[src/rtl/mux15_rr_arbiter.sv]
// -----------------------------------------------------------------------------
// mux15_rr_arbiter
//
// Purpose:
//   This is a round-robin arbiter for the shared 15:1, 32-bit selection mux.
//   One requester owns the mux at a time. Ownership ends when the owner pulses
//   done, drops its request, or reaches MAX_HOLD cycles. In that last case the
//   grant is revoked by force.
//   Every release is followed by exactly one dead cycle (GAP). During GAP the
//   round-robin pointer moves past the previous owner before the next search.
//
// Parameters:
//   MAX_HOLD  maximum number of consecutive cycles one owner may hold the grant
//             (legal range 1..255)
//   CNT_W     width of the hold counter; 2**CNT_W must exceed MAX_HOLD
//
// Ports:
//   clk        rising-edge clock
//   reset_n    asynchronous active-low reset
//   req[14:0]  request vector; bit i means requester i wants the mux
//   done       one-cycle release pulse from the current owner
//   gnt[14:0]  one-hot grant; all zero when there is no owner
//   sel[3:0]   mux select, equal to the owner index (0..14); 14 after reset
//   gnt_valid  high while an owner holds the grant
//   timeout    one-cycle pulse during the GAP that follows a forced revoke
// -----------------------------------------------------------------------------
module mux15_rr_arbiter #(
  parameter int unsigned MAX_HOLD = 64,
  parameter int unsigned CNT_W    = 8
) (
  input  logic        clk,
  input  logic        reset_n,
  input  logic [14:0] req,
  input  logic        done,
  output logic [14:0] gnt,
  output logic [3:0]  sel,
  output logic        gnt_valid,
  output logic        timeout
);

  typedef enum logic [1:0] {
    ST_IDLE = 2'd0,
    ST_OWN  = 2'd1,
    ST_GAP  = 2'd2
  } state_t;

  state_t           r_state,   w_state_nxt;
  logic [14:0]      r_gnt,     w_gnt_nxt;
  logic [3:0]       r_sel,     w_sel_nxt;     // also serves as the owner index
  logic             r_valid,   w_valid_nxt;
  logic             r_timeout, w_timeout_nxt;
  logic [3:0]       r_ptr,     w_ptr_nxt;
  logic [CNT_W-1:0] r_cnt,     w_cnt_nxt;

  // Round-robin search: find the first set request bit, starting at r_ptr and
  // wrapping from 14 back to 0.
  logic       w_found;
  logic [3:0] w_win;
  logic [4:0] w_sum;
  logic [3:0] w_idx;

  always_comb begin
    // NOTE: every signal written in a combinational block gets a default first,
    // so no path through the block leaves it unassigned (which would infer a latch).
    w_found = 1'b0;
    w_win   = 4'd0;
    w_sum   = 5'd0;
    w_idx   = 4'd0;
    for (int i = 0; i < 15; i++) begin
      w_sum = {1'b0, r_ptr} + 5'(i);
      w_idx = (w_sum >= 5'd15) ? 4'(w_sum - 5'd15) : w_sum[3:0];
      if (!w_found && req[w_idx]) begin
        w_found = 1'b1;
        w_win   = w_idx;
      end
    end
  end

  logic w_hit_limit;
  logic w_owner_req;

  assign w_hit_limit = (r_cnt == CNT_W'(MAX_HOLD));
  assign w_owner_req = req[r_sel];

  // Next-state and next-output logic
  always_comb begin
    w_state_nxt   = r_state;
    w_gnt_nxt     = r_gnt;
    w_sel_nxt     = r_sel;
    w_valid_nxt   = r_valid;
    w_timeout_nxt = 1'b0;
    w_ptr_nxt     = r_ptr;
    w_cnt_nxt     = r_cnt;

    case (r_state)
      ST_IDLE, ST_GAP: begin
        // done is ignored here; sel keeps its last value until a new grant.
        if (w_found) begin
          w_state_nxt = ST_OWN;
          w_gnt_nxt   = 15'd1 << w_win;
          w_sel_nxt   = w_win;
          w_valid_nxt = 1'b1;
          w_cnt_nxt   = CNT_W'(1);
        end else begin
          w_state_nxt = ST_IDLE;
          w_gnt_nxt   = '0;
          w_valid_nxt = 1'b0;
        end
      end

      ST_OWN: begin
        if (done || !w_owner_req || w_hit_limit) begin
          w_state_nxt   = ST_GAP;
          w_gnt_nxt     = '0;
          w_valid_nxt   = 1'b0;
          w_cnt_nxt     = '0;
          w_ptr_nxt     = (r_sel == 4'd14) ? 4'd0 : r_sel + 4'd1;
          // A voluntary release on the limit cycle takes precedence over the
          // forced revoke.
          w_timeout_nxt = w_hit_limit && !done && w_owner_req;
        end else begin
          w_cnt_nxt = r_cnt + CNT_W'(1);
        end
      end

      default: begin
        // Illegal encoding: return to IDLE with the reset output values.
        w_state_nxt = ST_IDLE;
        w_gnt_nxt   = '0;
        w_sel_nxt   = 4'd14;
        w_valid_nxt = 1'b0;
        w_ptr_nxt   = 4'd0;
        w_cnt_nxt   = '0;
      end
    endcase
  end

  // State register
  always_ff @(posedge clk or negedge reset_n) begin
    if (!reset_n) begin
      // NOTE: non-blocking assignments in clocked blocks make all registers
      // update together from the values they held before the edge.
      r_state <= ST_IDLE;
    end else begin
      r_state <= w_state_nxt;
    end
  end

  // Datapath and output registers
  always_ff @(posedge clk or negedge reset_n) begin
    if (!reset_n) begin
      r_gnt     <= '0;
      r_sel     <= 4'd14;
      r_valid   <= 1'b0;
      r_timeout <= 1'b0;
      r_ptr     <= 4'd0;
      r_cnt     <= '0;
    end else begin
      r_gnt     <= w_gnt_nxt;
      r_sel     <= w_sel_nxt;
      r_valid   <= w_valid_nxt;
      r_timeout <= w_timeout_nxt;
      r_ptr     <= w_ptr_nxt;
      r_cnt     <= w_cnt_nxt;
    end
  end

  assign gnt       = r_gnt;
  assign sel       = r_sel;
  assign gnt_valid = r_valid;
  assign timeout   = r_timeout;

endmodule

[config.mk]
export PLATFORM = sky130hd
export DESIGN_NAME = mux15_rr_arbiter
export DESIGN_NICKNAME = d
export VERILOG_FILES = /design/src/rtl/mux15_rr_arbiter.sv
export SDC_FILE = /design/constraint.sdc
export NUM_CORES = 1
export LEC_CHECK = 0
export ABC_CLOCK_PERIOD_IN_PS = 7200
export BUFFER_PORTS_ARGS = -buffer_cell sky130_fd_sc_hd__buf_2
export CAP_MARGIN = 25
export CORE_MARGIN = 2
export CORE_UTILIZATION = 40
export CTS_BUF_LIST = sky130_fd_sc_hd__clkbuf_8 sky130_fd_sc_hd__clkbuf_16
export DETAILED_ROUTE_END_ITERATION = 16
export GPL_TIMING_DRIVEN = 0
export HOLD_SLACK_MARGIN = 0.03
export PLACE_DENSITY_LB_ADDON = 0.15
export SLEW_MARGIN = 10
export SYNTH_ARGS = -nofsm -noshare
export SYNTH_HDL_FRONTEND = slang
export SYNTH_SLANG_ARGS = --single-unit
[constraint.sdc]
create_clock -name clk -period 7.2 [get_ports clk]
set_input_delay 1.44 -clock clk [delete_from_list [all_inputs] [get_ports clk]]
set_output_delay 1.44 -clock clk [all_outputs]
set_load 0.01 [all_outputs]
* After elaboration in Yosys (flattened, before gate mapping)
Cells that the tools add are included.
** Word-level totals
- Memories :: 0
- Bits in read-only memories :: 0
- Register bits :: 35
- Bits in writable memories :: 0
- Bits in latches :: 0
** Cells by class
- Mux-type cells :: 96
- Div/mod/pow operators :: 0
- Multipliers :: 0
- Magnitude comparators :: 31
- Bitwise gates (word level) :: 2
- $add $sub $neg :: 31
- Reduce and logical (&&, ||, !) cells :: 38
- Equality and inequality tests :: 6
- Shift-type cells :: 1
** Operators with widths (count)
- $mux 4 :: 33
- $lt 4x5->1 const B :: 16
- $ge 5x4->1 const B :: 14
- $bmux 1 s4 :: 16
- $sub 4x4->4 const B :: 15
- $mux 1 :: 36
- $add 4x4->5 const B :: 7
- $mux 15 :: 2
- $pmux 15 s2 :: 1
- $add 4x3->5 const B :: 4
- $logic_and 1x1->1 :: 16
- $logic_not 1->1 :: 16
- $mux 8 :: 2
- $pmux 4 s2 :: 2
- $pmux 8 s2 :: 1
- $shl 1x4->15 const A :: 1
- $add 4x2->5 const B :: 2
- $add 8x1->8 const B :: 1
- $eq 8x7->1 const B :: 1
- $add 4x1->5 const B :: 1
- $add 4x1->4 const B :: 1
- $eq 4x4->1 const B :: 1
- $ge 4x4->1 const B :: 1
- $ne 2x2->1 const B :: 2
- other kinds (10) :: 13

* Depth between registers and ports, before layout
Gate-level depths: netlist (run 1).
- Depth after elaboration :: 50
- Depth in mapped cells :: 26

* Least setup slack after synthesis (run 1)
OpenSTA, ideal clock, no wires.
- Path kind :: flip-flop to flip-flop
- Start :: register r_ptr[0]
- End :: register r_gnt[0] (netlist: gnt[0])
- Setup time :: 0.110 ns
- Arrival time :: 5.304 ns
- Clock period less this slack :: 5.415 ns
- Data required time :: 7.090 ns
- Slack :: 1.785 ns
- Stages on the path, launching flop included :: 24
- Path through :: dfrtp_1 -> buf_6 -> buf_6 -> inv_1 -> buf_2 -> buf_2 -> buf_1 -> ha_1 -> buf_2 -> buf_2 -> buf_2 -> buf_2 -> or3_1 -> a21oi_1 -> o31ai_2 -> mux4_2 -> nand3b_1 -> o311ai_2 -> or2_1 -> o41ai_2 -> o22ai_1 -> a211o_1 -> and2_1 -> o41ai_1
** On the way
- Word-level cells in the longest chain between the ends :: 50
** RTL lines
- start: declaration :: RTL line 52 : logic [3:0] r_ptr, w_ptr_nxt;
- start signal: assignment :: RTL line 163 : r_ptr <= w_ptr_nxt;
- branches (longest 48 deep; another with $add 4x1->5)
- $mux 15 * :: RTL line 98 : if (w_found) begin
- $pmux 15 s2 * :: RTL line 95 : case (r_state)
- end signal: assignment :: RTL line 159 : r_gnt <= w_gnt_nxt;
- end: declaration :: RTL line 48 : logic [14:0] r_gnt, w_gnt_nxt;
Mark *: on every way between the ends. The select of a mux whose other input is x is not followed.
A chain may end at the register's enable or synchronous reset.

* Final worst setup path (run 1)
- Start :: register r_ptr[0]
- End :: register r_gnt[14] (netlist: gnt[14])
The elaborated chain is that of the path after synthesis.

==> results.md, run 1 <==
- The run finished with clean final reports.
- The post-place instance area is 0.00874 mm².
- The most used flip-flop cell after synthesis is dfrtp_1.
- For this run, design rule violations remaining after detail routing come to 0.
- Yosys attributes the largest share of cell area to dfrtp_1, mux2i_1, a21oi_1.
- The number of top-level design ports is 39.
- The number of max-slew violations in the final report is 0.
- The net count of the finished layout is 1207.
- The ratio of cells with drive above 1 in the final layout is 0.133.
- The repair_antennas step left the layout with diodes totalling 0.
- The type of the tightest min-delay check is reg -> reg.
- The max-cap violation count is 0.
- After synthesis, the share of cell area in mux cells is 0.120.
- STA puts the critical path data arrival time at slightly above 7000 ps.
- The number of input and output port buffers inserted is 32.
- The first-pass GRT wire length is around 60000 µm.
- Summing every instance area after synthesis gives 0.00825 mm².
- For the final database, setup skew stands at between 4 and 5 ps.
- The remaining antenna violation count is 0.
- The top-area cell type share of the netlist area is 0.0941.
- The number of H-tree branching levels is 2.
- In this run, synthesis produced a sequential element count of 34.
- The pre-antenna-repair detailed-routing pass consisted of 10 iterations.
- The final layout contains routed wiring with a total length of around 42000 µm.
- The fraction of the mapped netlist area in compound gates was 0.393.
- Yosys printed 0 warnings.
- The clock drives 34 sinks.
- The floorplan has 52 rows.
- The clock tree root driver cell is clkbuf_16.
- The number of DRC violations after detailed-routing iteration 0 is ~1500.
- The worst setup path is launched from a flip-flop.
- The final route contains 10400 vias.
- The worst setup path is captured at a flip-flop.
- Of the total synthesized cell area, the portion taken by AND, OR, NAND and NOR gates is 0.248.
- Dividing the detail-routed via count by the number of cells gives 7.22.
- Prior to clock tree synthesis, the placed netlist has a worst setup slack of -384 ps.
- The cell type with the largest total area after synthesis is dfrtp_1.
- The floorplan step defined a die boundary enclosing 0.0218 mm².
- The tightest hold margin is approximately 470 ps.
- The critical path class is reg -> reg.
- A synthesized cell averages between 7 and 8 µm².
- The total overflow left after global routing is 0.
- Measured along the x axis, the die boundary spans 148 µm.
- The final weighted congestion of routability-driven global placement is 1.03.
- The sequential cells in the finished layout cover a total of 855 µm².
- The clock network latency to the later pin of the worst-skew pair is 280 ps.
- The max-slew headroom at the worst pin is 0.296.
- The fraction of the yosys area taken by sequential cells is 0.104.
- The area of combinational cells with multiple inputs is slightly below 0.007 mm².
- The floorplan step defined a core boundary enclosing 0.0202 mm².
- Of the total synthesized cell area, the portion taken by full adders, half adders and majority gates is 0.0288.
- Of all nets on the critical path, the largest fanout is 11.
- Yosys mapped a number of flops with a built-in enable equal to 0.
- The pin count of the biggest net entering global routing is 35.
- The via count of the first global-routing pass is 9441.
- The initial antenna violation count is 0.
- The post-detailed-placement half-perimeter wirelength is roughly 31000 µm.
- The count of hold-fix buffers inserted at cts is 0.
- After synthesis, the largest family of logic cells by area is compound AO/OA/AOI/OAI gates.
- No sink is reached through more buffers than the 2 on the longest clock path.
- After clock tree synthesis, the clock-pin slew on the worst setup and hold paths is about 60 ps.
- The transition at the pin with the smallest max-transition slack is 1050 ps.
- From bottom edge to top edge, the die measures 148 µm.
- Of the total synthesized cell area, the portion taken by XOR and XNOR cells is 0.0373.
- When the netlist entered floorplanning its net count stood at ~1200.
- In the global route stage, overall resource usage came out at 0.370.
- The count of distinct cell types in the synthesized netlist is 99.
- The final number of hold-violating endpoints is 0.
- The routed length per placed instance is 28.8 µm.
- The clock tree from TritonCTS is built.
- STA puts the critical path data required time at 7370 ps.
- The count of mapped cells out of synthesis is 1129.
- The final-report setup violation count is 0.
- The number of buffers inserted during clock tree synthesis is 5.
- The share of the clock period used by the worst path after layout is 0.965.
- The initial utilization of the core area, before any placement, comes to 0.407.
- Across all setup checks in the final design, the least slack found is between 200 and 250 ps.
- The share of synthesized registers carrying an async set or reset is 1.00.
- Summing all non-filler instances in the final layout gives an area of 0.00901 mm².
- Fill cells in the final layout number 2146.
- The fmax is 144 MHz.
- The post-synthesis to final-layout area growth is 9.27%.
- Setup repair after global routing left no endpoint under its margin.
- The minimum period implied by the final worst setup slack is 6950 ps.
- Setup slack on the worst reg-to-reg path comes out at around 250 ps.
## registers in the layout (all words and copies together) (netlist names)
register  count
gnt          15
r_cnt         8
r_ptr         4
r_state       2
sel           4
timeout       1
## metal layers
layer,wire (µm),vias to the layer above,global-route usage
met2,18000,785,0.573
met1,16300,4968,0.491
met3,4590,155,0.0636
li1,-,4495,-
met4,2690,0,0.200
met5,0,-,0
## critical path, cell delays in order (launching register included)
cell,delay (ps)
dfrtp_1,520
buf_6,210
buf_6,150
inv_1,130
buf_2,280
clkbuf_4,340
clkbuf_4,360
ha_1,180
buf_2,230
nor2b_1,150
buf_2,270
o21ai_1,180
o21a_1,200
buf_2,180
xnor2_1,600
o221ai_1,250
o22ai_1,610
or2_1,190
clkbuf_1,290
or4_1,170
clkbuf_1,330
a2111oi_2,90
nor3b_1,360
o31ai_4,160
o41ai_1,370
## kinds of logic (layout without fill, tap and decap cells)
family / count (synthesis) / after routing
AOI/OAI and AO/OA: 453 / 453
adders and majority gates: 19 / 19
buffers and inverters: 121 / 163
and+or+nand+nor: 393 / 393
xor gates and xnor gates: 33 / 33
DFF: 34 / 34
muxes: 76 / 76
## layout make-up
type | count | area share
Tap cell | 270 | 0.0375
Inverter | 29 | 0.0121
Timing Repair Buffer | 34 | 0.0208
Sequential cell | 34 | 0.0948
Multi-Input combinational cell | 974 | 0.761
Clock buffer | 5 | 0.0139
Clock inverter | 3 | 0.00764
Buffer | 92 | 0.0522
## cell usage after synthesis (all sizes together), types with 23 or more instances
master  number
nand2       90
nor2        88
a21oi       86
o21ai       80
clkbuf      54
mux2i       47
nand3       46
buf         38
o211ai      33
dfrtp       31
inv         28
a211oi      27
xnor2       25
nor3        23
## through the flow
stage          cells  setup TNS (ps)   util
3_3_place_gp    1431           -6510  0.432
4_1_cts         1439               0  0.443
5_1_grt         1441               0  0.445
3_5_place_dp    1431           -6100  0.432
2_1_floorplan   1129               0      -
6_report        1441               0  0.445
## cells in the final DEF, fill, tap and decap left out, drive strengths merged, types with 11 or more instances in the layout
master and n:
o41ai 11, o211ai 33, a211oi 27, a21oi 86, o31ai 20, or2 13
xnor2 25, inv 28, mux2i 47, mux2 12, dfrtp 31, nor3 23
nand3 46, nor2b 17, buf 69, a21boi 11, a211o 13, clkbuf 62
nor4 14, and3 18, o21a 15, nand2 90, and2 18, ha 19
nand2b 16, o22ai 11, mux4 17, o21ai 80, a21o 19, nor2 88
## what timing repair did
| item | in CTS | in global routing |
|---|---|---|
| setup endpoints to repair | 26 | 27 |
| resized for setup | 5 | 10 |
| setup buffers | 0 | 2 |
| hold endpoints to repair | 0 | 0 |
| pin swaps | 0 | 1 |
## worst paths after layout
| path | startpoint | to | cells after the start |
|---|---|---|---|
| worst max-delay path | r_ptr[0] | gnt[14] | 24 |
| worst min register to register | gnt[14] | gnt[14] | 2 |
| min in group asynchronous | reset_n | gnt[4] | 1 |
| worst min-delay path | gnt[14] | gnt[14] | 2 |
| max in group asynchronous | reset_n | r_ptr[1] | 1 |
| worst max register to register | r_ptr[0] | gnt[14] | 24 |
Power of run 1 is left out: the tool's default activity adds up to more than one toggle a clock period on the data nets, which glitch-free logic cannot reach.
==> run 2, diff against run 1 <==
- SETUP_SLACK_MARGIN: unset -> 0.5
==> results.md, run 2 (synthesis gave the netlist of run 1 again) <==
- The number of standard cells in the final layout excluding fillers is 1441.
- Setup repair after global routing left no endpoint under its margin.
- Global routing finished with a remaining overflow of 0.
- The overall routing resource usage is 0.369.
- The max-slew headroom at the worst pin is 0.291.
- The worst setup path is of the reg -> reg kind.
- The worst flop-to-flop path endpoint is gnt[7].
- The flop-to-flop setup slack is ~810 ps.
- The number of flip-flops in the largest register is 15.
- The maximum buffer depth of the clock tree is 2.
- The number of antenna diodes in the final layout is 0.
- The first detailed-routing pass took 6 iterations.
- The remaining antenna violation count is 0.
- The ratio of cells with drive above 1 in the final layout is 0.143.
- The required time of the critical path is 7360 ps.
- The number of H-tree branching levels is 2.
- The via count of the first global-routing pass was between 9000 and 10000.
- STA classifies the critical path endpoint as a flip-flop.
- The final-stage net count is 1207.
- The final number of hold-violating endpoints is 0.
- Dividing the detail-routed wire length by the instance count gives 28.8 µm.
- The floorplan step set the die height to 148 µm.
- The number of top-level design ports is 39.
- Derived from the worst setup path, the maximum achievable clock frequency is about 160 MHz.
- The routed design uses ~4300 µm of met3 wire.
- The type of the tightest min-delay check is reg -> reg.
- At the pin with the least slew margin, the transition time is 1060 ps.
- CTS placed an instance of clkbuf_16 at the clock tree root.
- The final weighted congestion of routability-driven global placement is 1.03.
- The post-detailed-placement half-perimeter wirelength is 31400 µm.
- Max-cap violations in this run came to 0.
- The worst clock skew on the final layout is 3.21 ps.
- The worst hold path stage count is 2.
- From synthesis to final layout, the design area changed by 9.86%.
- TritonCTS built the clock tree.
- After detailed routing, the number of vias per cell comes to 7.20.
- In this run the critical register-to-register path is launched from r_ptr[0].
- The number of clock buffers added by TritonCTS is 5.
- In the layout the commonest cells are nor2_1, nand2_1, a21oi_1.
- The detailed router finished its first iteration with 1274 violations.
- For this configuration, the core starts out at a cell density of 0.407.
- Entering global routing, the biggest net connects 35 pins.
- The total met2 wirelength after detailed routing is 17900 µm.
- The instance count after placement with tap cells included is 1431.
- Summed over all layers, the routed wires come to approximately 41000 µm.
- The end point of the most critical hold path is gnt[14].
- The minimum period implied by the final worst setup slack is 6390 ps.
- The clock reaches the later pin of the worst-skew pair after 280 ps.
- Measured in cells, the most critical reg-to-reg path has a length of 23.
- The startpoint class of the critical path is a flip-flop.
- The detailed-route wire length on metal 1 is 16300 µm.
- The DRC violations left is 0.
- The initial antenna violation count is 0.
- The total via count after detailed routing is approximately 10000.
- Of the available clock period, the critical path in the final layout requires 0.888.
- The die width is about 150 µm.
- After clock tree synthesis, the clock-pin slew on the worst setup and hold paths is 60 ps.
- The number of cell rows is 52.
- In this run the worst path has a maximum fanout of 11.
- The first global-routing pass estimated 60900 µm of wire.
- The highest routed metal layer is met4.
- In this run the most critical hold path is launched from gnt[14].
- The TritonCTS sink count is 34.
- The data arrival at the endpoint of the critical path is 6550 ps.
- The run finished with clean final reports.
- The overall die area is 0.0218 mm².
- The total area inside the core boundary comes to 0.0202 mm².
- The number of input and output port buffers inserted is 32.
- The number of max-slew violations in the final report came to 0.
- The final-report setup violation count is 0.
[run 2: area by class of cell]
cell class | instances | area (µm²)
flip-flops and latches | 34 | 857
clock buffers | 5 | 125
inverters | 29 | 109
well taps | 270 | 338
fillers | 2147 | 11200
multi-input cells | 974 | 6900
repair buffers | 34 | 175
clock inverters | 3 | 68.8
plain buffers | 92 | 485
[run 2: repair_timing]
| item | 4_1_cts | 5_1_grt |
|---|---|---|
| cloned | 0 | 0 |
| setup endpoints to repair | 28 | 27 |
| pin swaps | 1 | 2 |
| endpoints found under the hold margin | 0 | 0 |
| buffers inserted | 2 | 0 |
| gates resized for setup | 15 | 20 |
| hold buffers | 0 | 0 |
[run 2: critical path, stage by stage, from the launching register on]
cell and delay (ps):
dfrtp_2 490, buf_6 170, buf_6 150, inv_1 140, clkbuf_4 260, buf_6 210, buf_4 280, ha_1 270
buf_2 200, clkbuf_4 230, buf_2 230, buf_4 230, nor4b_2 390, nor4_2 120, o21ai_0 350, and2_1 300
o221ai_1 170, and3_1 270, nor4_2 320, nand3_1 230, or2_2 340, a221o_1 370, and2_4 200, o41ai_1 350
[run 2: metrics by stage]
stage / setup WS [ps] / hold WS (ps) / cell area, µm² / util / setup TNS, ps
after floorplan: 1790 / 480 / 8250 / - / 0
after global placement: -439 / 459 / 8740 / 0.432 / -6510
after detailed placement: -384 / 463 / 8740 / 0.432 / -6100
after CTS: 560 / 475 / 9000 / 0.445 / 0
after global routing: 556 / 498 / 9060 / 0.448 / 0
final: 806 / 469 / 9060 / 0.448 / 0
[run 2: worst max-delay path by stage]
stage | start | endpoint | depth (start not counted)
3_3_place_gp | r_ptr[0] | gnt[10] | 21
5_1_grt | r_ptr[0] | sel[1] | 23
3_5_place_dp | r_ptr[0] | gnt[8] | 21
6_report | r_ptr[0] | gnt[7] | 23
2_1_floorplan | r_ptr[0] | gnt[0] | 23
4_1_cts | r_ptr[0] | gnt[0] | 23
[run 2: metal layers]
metal	vias to the layer above	GRT usage
met2	731	0.573
li1	4503	-
met5	-	0
met1	4977	0.486
met4	0	0.204
met3	170	0.0673
Power of run 2 is left out for the same reason.
